===== src/rtl/pll_seq_pkg.sv =====
// pll_seq_pkg: state encoding and counter-width helper for pll_reset_sequencer
package pll_seq_pkg;
  typedef enum logic [1:0] {
    WAIT_LOCK = 2'd0,
    STABLE    = 2'd1,
    RELEASE   = 2'd2,
    RUN       = 2'd3
  } state_e;
  function automatic int cnt_w(input int n);
    return (n < 2) ? 1 : $clog2(n);
  endfunction
endpackage


===== src/rtl/sync_2ff.sv =====
// sync_2ff: two-flop synchroniser with asynchronous active-high clear
module sync_2ff (
  input  logic clk,
  input  logic rst,
  input  logic d,
  output logic q
);
  logic meta_q;
  always_ff @(posedge clk or posedge rst)
    if (rst) {q, meta_q} <= 2'b00;
    else     {q, meta_q} <= {meta_q, d};
endmodule


===== src/rtl/pll_reset_sequencer.sv =====
// pll_reset_sequencer: qualifies PLL lock, then releases per-domain resets in staged order.
// Optional HEARTBEAT_EN adds a heartbeat output toggling every HB_DIV cycles while in RUN.
module pll_reset_sequencer
  import pll_seq_pkg::*;
#(
  parameter int STABLE_CYCLES = 1024,
  parameter int STAGES        = 3,
  parameter int STAGE_GAP     = 16,
  parameter int CNT_W         = 8,
  parameter int HB_DIV        = 50000000
) (
  input  logic              sys_clk,
  input  logic              rst,
  input  logic              pll_locked,
  output logic [STAGES-1:0] rst_out,
  output logic              ready,
  output logic [CNT_W-1:0]  lock_loss_cnt
`ifdef HEARTBEAT_EN
  ,
  output logic              heartbeat
`endif
);
  localparam int SW = cnt_w(STABLE_CYCLES);
  localparam int GW = cnt_w(STAGE_GAP);
  if (STABLE_CYCLES < 2 || STAGES < 1 || STAGES > 8 || STAGE_GAP < 1 || HB_DIV < 1) begin : g_bad_cfg
    $error("pll_reset_sequencer: illegal parameter set");
  end
  logic              locked_s, lost;
  state_e            state_q, state_d;
  logic [SW-1:0]     stable_q, stable_d;
  logic [GW-1:0]     gap_q, gap_d;
  logic [3:0]        stage_q, stage_d;
  logic [CNT_W-1:0]  loss_q, loss_d;
  logic [STAGES-1:0] rst_out_q, rst_out_d;
  logic              ready_q, ready_d;
  sync_2ff u_sync (.clk(sys_clk), .rst(rst), .d(pll_locked), .q(locked_s));
  assign lost = !locked_s && (state_q == RELEASE || state_q == RUN);
  always_ff @(posedge sys_clk or posedge rst)
    if (rst) begin
      state_q   <= WAIT_LOCK;
      stable_q  <= '0;
      gap_q     <= '0;
      stage_q   <= '0;
      loss_q    <= '0;
      rst_out_q <= '1;
      ready_q   <= 1'b0;
    end else begin
      state_q   <= state_d;
      stable_q  <= stable_d;
      gap_q     <= gap_d;
      stage_q   <= stage_d;
      loss_q    <= loss_d;
      rst_out_q <= rst_out_d;
      ready_q   <= ready_d;
    end
  always_comb begin
    state_d  = state_q;
    stable_d = stable_q;
    gap_d    = gap_q;
    stage_d  = stage_q;
    loss_d   = (lost && loss_q != '1) ? loss_q + 1'b1 : loss_q;
    case (state_q)
      WAIT_LOCK: begin
        stable_d = '0;
        state_d  = locked_s ? STABLE : WAIT_LOCK;
      end
      STABLE: begin
        stable_d = locked_s ? stable_q + 1'b1 : '0;
        gap_d    = '0;
        stage_d  = '0;
        state_d  = !locked_s ? WAIT_LOCK :
                   (stable_q == SW'(STABLE_CYCLES - 1)) ? RELEASE : STABLE;
      end
      RELEASE: begin
        // one stage drops each time the gap counter reaches zero; the final zero enters RUN
        state_d = !locked_s ? WAIT_LOCK :
                  (gap_q == '0 && stage_q == 4'(STAGES)) ? RUN : RELEASE;
        gap_d   = (gap_q != '0) ? gap_q - 1'b1 : GW'(STAGE_GAP - 1);
        stage_d = (gap_q == '0 && stage_q != 4'(STAGES)) ? stage_q + 1'b1 : stage_q;
      end
      default: state_d = locked_s ? RUN : WAIT_LOCK;
    endcase
  end
  always_comb begin
    ready_d   = state_d == RUN;
    rst_out_d = '1;
    for (int k = 0; k < STAGES; k++)
      rst_out_d[k] = !(state_d == RUN || (state_d == RELEASE && 4'(k) < stage_d));
  end
  assign rst_out       = rst_out_q;
  assign ready         = ready_q;
  assign lock_loss_cnt = loss_q;
`ifdef HEARTBEAT_EN
  localparam int HW = cnt_w(HB_DIV);
  logic [HW-1:0] hb_cnt_q, hb_cnt_d;
  logic          hb_q, hb_d, hb_run, hb_wrap;
  always_ff @(posedge sys_clk or posedge rst)
    if (rst) begin
      hb_cnt_q <= '0;
      hb_q     <= 1'b0;
    end else begin
      hb_cnt_q <= hb_cnt_d;
      hb_q     <= hb_d;
    end
  always_comb begin
    hb_run   = state_q == RUN && state_d == RUN;
    hb_wrap  = hb_cnt_q == HW'(HB_DIV - 1);
    hb_cnt_d = (hb_run && !hb_wrap) ? hb_cnt_q + 1'b1 : '0;
    hb_d     = hb_run && (hb_q ^ hb_wrap);
  end
  assign heartbeat = hb_q;
`endif
endmodule

===== config.mk =====
export PLATFORM = sky130hd
export DESIGN_NAME = pll_reset_sequencer
export DESIGN_NICKNAME = d
export VERILOG_FILES = /design/src/rtl/pll_seq_pkg.sv /design/src/rtl/sync_2ff.sv /design/src/rtl/pll_reset_sequencer.sv
export SDC_FILE = /design/constraint.sdc
export NUM_CORES = 1
export LEC_CHECK = 0
export CAP_MARGIN = 20
export CORE_MARGIN = 2
export CORE_UTILIZATION = 36
export DETAILED_ROUTE_END_ITERATION = 6
export GPL_TIMING_DRIVEN = 1
export HOLD_SLACK_MARGIN = 0.15
export PLACE_DENSITY = 0.51
export SLEW_MARGIN = 40
export SYNTH_ARGS = -nofsm -noshare
export SYNTH_HDL_FRONTEND = slang
export SYNTH_SLANG_ARGS = --single-unit
export TNS_END_PERCENT = 1

===== constraint.sdc =====
create_clock -name sys_clk -period 2.65 [get_ports sys_clk]
set_input_delay 0.265 -clock sys_clk [delete_from_list [all_inputs] [get_ports sys_clk]]
set_output_delay 0.265 -clock sys_clk [all_outputs]
set_load 0.05 [all_outputs]

Word level (Yosys, flattened, before mapping)
Index checks and enable logic that the tools add are counted.
{"block": "totals", "in_bits": 3, "regBits": 34, "output_inout_bits": 12, "wordCells": 58}
{"block": "classes", "addsub": 4, "n_reduce_logical": 20, "n_mux": 13, "n_lt_le_gt_ge": 3, "n_eq_ne": 9}
{"op": "10-bit one-hot mux with 2 select lines", "n": 1}
{"op": "4-bit one-hot mux with 2 select lines", "n": 2}
{"op": "10-bit by 1-bit adder with 10-bit output (second input constant)", "n": 1}
{"op": "10-bit == test (second input constant)", "n": 1}
{"op": "10-bit 2-to-1 mux", "n": 1}
{"op": "8-bit by 1-bit adder with 8-bit output (second input constant)", "n": 1}
{"op": "2-bit == test (second input constant)", "n": 4}
{"op": "1-bit by 4-bit less-than comparator with 1-bit output (first input constant)", "n": 2}
{"op": "2-bit 2-to-1 mux", "n": 4}
{"op": "4-bit 2-to-1 mux", "n": 2}
{"op": "8-bit inequality test (second input constant)", "n": 1}
{"op": "1-bit logical AND", "n": 7}
{"op": "2-bit one-hot mux with 3 select lines", "n": 1}
{"op": "4-bit by 1-bit adder with 4-bit output (second input constant)", "n": 1}
{"op": "4-bit by 2-bit == test with 1-bit output (second input constant)", "n": 1}
{"op": "1-bit logical NOT", "n": 4}
{"op": "4-bit logical NOT", "n": 1}
{"op": "1-bit logical OR", "n": 4}
{"op": "2-bit by 4-bit less-than comparator with 1-bit output (first input constant)", "n": 1}
{"op": "4-bit by 2-bit inequality test with 1-bit output (second input constant)", "n": 1}
{"op": "2-bit nonzero test", "n": 2}
{"op": "4-bit nonzero test", "n": 1}
{"op": "4-bit by 1-bit subtractor with 4-bit output (second input constant)", "n": 1}
{"op": "2-bit by 1-bit == test with 1-bit output (second input constant)", "n": 1}
{"op": "2 further kinds", "n": 3}

Depth between registers and ports, before layout
{"block": "depth", "depth_word": 9, "depth_mapped": 8, "depth_no_buf": 7}

Modules after synthesis
From an unflattened synthesis, not the netlist that was laid out.
{"block": "hier_totals", "hier_cells": 172, "area_unflattened_um2": 1806.7}
{"module": "pll_reset_sequencer", "instances": 1, "seq_area_each_um2": 804.5, "area_each_um2": 1752.9, "cells_per_inst": 169}
{"module": "sync_2ff", "instances": 1, "seq_area_each_um2": 50.0, "area_each_um2": 53.8, "cells_per_inst": 3}

Worst setup path before layout
Ideal clock, no wire load.
{"block": "synth_path", "path_kind": "register -> register", "start": "register state_q[0]", "end": "register rst_out_q[0] (netlist: rst_out[0])", "path_slack_ns": 0.563, "path_stages_with_launch": 8, "required_ns": 2.581, "arrival_ns": 2.018, "synth_period_minus_slack_ns": 2.087, "path_buffers": 1, "setup_ns": 0.069, "cell_sequence": "dfrtp_1 > inv_1 > ha_1 > buf_2 > inv_1 > a221o_1 > or4_4 > o21ai_2"}
{"block": "synth_via", "elab_chain_cells": 6, "word_cells_on_any_way": 11, "classes_between": "1 x order compare; 4 x eq/ne; 2 x mux; 4 x reduce/logical"}
{"element": "from (decl)", "line_no": "pll_reset_sequencer.sv:29", "text": "state_e state_q, state_d;"}
{"element": "from (signal assigned)", "line_no": "pll_reset_sequencer.sv:48", "text": "state_q <= state_d;"}
{"element": "2-bit == test or 2-bit by 1-bit == test with 1-bit output (tied branches)", "line_no": "pll_reset_sequencer.sv:62", "text": "case (state_q)"}
{"element": "4-bit one-hot mux with 2 select lines *", "line_no": "pll_reset_sequencer.sv:62"}
{"element": "net stage_d[2]", "line_no": "pll_reset_sequencer.sv:32", "text": "logic [3:0] stage_q, stage_d;"}
{"element": "1-bit by 4-bit less-than comparator with 1-bit output *", "line_no": "pll_reset_sequencer.sv:88", "text": "rst_out_d[k] = !(state_d == RUN || (state_d == RELEASE && 4'(k) < stage_d));"}
{"element": "1-bit logical AND *", "line_no": "pll_reset_sequencer.sv:88"}
{"element": "1-bit logical OR *", "line_no": "pll_reset_sequencer.sv:88"}
{"element": "1-bit logical NOT *", "line_no": "pll_reset_sequencer.sv:88"}
{"element": "net rst_out_d[0]", "line_no": "pll_reset_sequencer.sv:34", "text": "logic [STAGES-1:0] rst_out_q, rst_out_d;"}
{"element": "to (signal assigned)", "line_no": "pll_reset_sequencer.sv:53", "text": "rst_out_q <= rst_out_d;"}
{"element": "to (decl)", "line_no": "pll_reset_sequencer.sv:34"}
The timed path passes the listed nets; every way through them passes the cells marked *.
A chain may end at the register's enable or synchronous reset.

Worst setup path in the final report
Ends and elaborated chain as after synthesis.

==> results.cfg <==
[setup_path]
arrival_ns = 2.50
crit_path_cell_trace = inv_1, ha_1, inv_1, a221o_1, or4_4, o21ai_2
crit_slowest_cell = or4_4
criticalPathCategory = reg -> reg
critPathMaxFanout = 14
crit_buf_inv = 2
crit_required_ns = 2.87
critPathMaxStageDelay_ns = 0.55
end_kind = flop
crit_family = simple AND/OR/NAND/NOR gates
cpMostUsedCell = inv_1
startpoint_type = flop

[run]
cap_violations = 0

[yosys]
ys_types = 48
synth_edf_count = 0
ys_warn_count = 0
syn_nets = 189
synth_async_sr_flop_share_pct = 100
ys_ff_latch = 34
yosysSeqAreaShare_pct = 48.0
syn_area_um2 = 1780
synthCells = 176
avgSynthCellArea_um2 = 10.1
synth_flop_cell = dfrtp_1

[clock_network]
clk_pin_slew_ns = 0.07
post_cts_buffers = 0
clock_sinks = 34
numCtsBuffers = 5
insertion_delay_ns = 0.28
clock_path_buffers = 2
htreeDepth = 2
cts.repair.resized = 0
cts_tree = done
cts_hold_buf = 0
cts_root_buf = clkbuf_8

[layout]
syn_to_final_growth_pct = 15.8
layout-drive-gt1-share_pct = 8.76
fin_nets = 207
antenna-diode-count = 0
fin_util_pct = 43.4

[die]
die-width_um = 74.4
die_height_um = 74.4
rows = 25
boundaryPins = 15
start_util_pct = 37.5
fp.coreArea_um2 = 4750
dieArea_um2 = 5530

[placed_design]
portBuffers = 14
place_congestion = 0.813
place_hpwl_mm = 2.61

[sta]
finalCritPeriodShare_pct = 86.2
fmax_mhz = 438
hold_violations = 0
tightest_slew_ns = 0.613
period_needed_ns = 2.28
drv_slew = 0
rsz0062_at_grt = no
tns_ns = 0
slew_headroom_pct = 59.0
setup_viol = 0
finClkSkew_ns = 0.00504
timing.hold.ws_ns = 0.348

[global_route]
grtUsageTotal_pct = 15.3
grt_max_degree = 35
overflow = 0
grt_pass1_wl_mm = 6.43
antenna_found_initial = 0
grt_pass1_vias = 1362

[routing]
ant_nets = 0
routed_wl_mm = 3.66
drt-wirelength-per-cell_um = 14.0
post-route-drc-count = 0
vias = 1376
dr.pass1.iters = 5
drt_iter0_drc = 72
viasPerCell = 5.27

[worst_hold_path]
hp-class = reg -> reg

[power_and_ir_drop]
ir_drop_uv = 225
powerDensity_nw_per_um2 = 471
p_leak_nw = 0.915

[outcome]
status = finished, final reports clean
[report_power, final]
| group | internal (mW) | leakage [nW] | switching, mW |
|---|---|---|---|
| Clock | 0.181 | 0.0383 | 0.173 |
| Combinational | 0.0279 | 0.422 | 0.0497 |
| Sequential | 0.528 | 0.455 | 0.0118 |
| Total | 0.737 | 0.915 | 0.234 |
[final cells by class]
type | count | area [µm²]
fill | 485 | 2690
multi-input combinational | 128 | 863
sequential | 34 | 855
timing repair buffer | 15 | 148
tap | 67 | 83.8
clock buffer | 7 | 76.3
inverter | 10 | 37.5
[metal layers]
metal	routed length (µm)	global-route usage, %	vias up
li1	-	-	676
met1	1700	20.2	664
met4	74	6.94	0
met2	1740	23.7	26
met3	140	4.07	10
met5	0	0	-
[flip-flops by register name (all words and copies together) (netlist names)]
name and flops:
ready 1, gap_q 4, stage_q 4, state_q 2, u_sync.q 1, u_sync.meta_q 1, stable_q 10, rst_out 3
lock_loss_cnt 8
[cells in the mapped netlist, drive strengths merged (2+ instances only)]
cell type / count / area, µm²
nand4: 2 / 12.5
xnor2: 5 / 43.8
xor2: 4 / 35.0
nand3: 14 / 70.1
and2: 2 / 12.5
o211ai: 2 / 15.0
a31oi: 4 / 25.0
o21ai: 17 / 92.6
and3: 3 / 18.8
a21oi: 2 / 10.0
nand2: 16 / 60.1
ha: 10 / 125
mux2i: 2 / 20.0
o31ai: 4 / 30.0
dfrtp: 31 / 776
and4: 2 / 17.5
or4: 2 / 18.8
nor2: 13 / 48.8
dfstp: 3 / 78.8
inv: 10 / 37.5
clkbuf: 3 / 21.3
o21bai: 2 / 15.0
nor3: 2 / 10.0
[layout by cell type, fill, tap and decap left out, drive strengths merged, types with 2 or more instances in the layout]
cell           synthesis  routed
dfrtp                 31      31
o21ai                 17      17
nand2                 16      16
nand3                 14      14
clkdlybuf4s50          0      14
nor2                  13      13
inv                   10      10
ha                    10      10
clkbuf                 3       7
xnor2                  5       5
o31ai                  4       4
a31oi                  4       4
xor2                   4       4
and3                   3       3
dfstp                  3       3
and4                   2       2
o21bai                 2       2
nor3                   2       2
a21oi                  2       2
nand4                  2       2
mux2i                  2       2
o211ai                 2       2
and2                   2       2
or4                    2       2
[cells by family (layout without fill, tap and decap cells)]
| group | after synthesis | after routing | share of synthesized area (%) |
|---|---|---|---|
| xor gates and xnor gates | 9 | 9 | 4.42 |
| adders and majority gates | 10 | 10 | 7.02 |
| muxes | 3 | 3 | 1.76 |
| DFF | 34 | 34 | 48.0 |
| buffers and inverters | 14 | 32 | 3.58 |
| and+or+nand+nor | 64 | 64 | 19.1 |
| AOI/OAI and AO/OA | 42 | 42 | 16.2 |
[worst paths after layout]
kind	end	start	slack, ns	depth (start not counted)
max reg2reg	rst_out[0]$_DFF_PP1_	state_q[0]$_DFF_PP0_	0.37	6
max in group asynchronous	rst_out[0]$_DFF_PP1_	rst	1.93	3
min	u_sync.q$_DFF_PP0_	u_sync.meta_q$_DFF_PP0_	0.35	0
max	rst_out[0]$_DFF_PP1_	state_q[0]$_DFF_PP0_	0.37	6
min reg2reg	u_sync.q$_DFF_PP0_	u_sync.meta_q$_DFF_PP0_	0.35	0
min in group asynchronous	lock_loss_cnt[7]$_DFFE_PP0P_	rst	0.38	3
[per-stage QoR]
stage / instance area (µm²) / power, mW / instances / setup slack, ns
finish: 2060 / 0.971 / 261 / 0.366
global route: 2060 / 1.02 / 261 / 0.209
CTS: 2060 / 0.985 / 261 / 0.354
detailed placement: 1990 / 0.629 / 254 / 0.386
global placement: 1990 / 0.625 / 254 / 0.442
floorplan: 1780 / 0.606 / 176 / 0.563
[worst register-to-register path, delay by kind of cell (launching register included)]
family                     cells  cell delay (ns)
AOI/OAI and AO/OA              2             0.52
adders and majority gates      1             0.53
buffers and inverters          2             0.21
DFF                            1             0.41
and+or+nand+nor                1             0.55
Power figures use the tool's default switching activity.
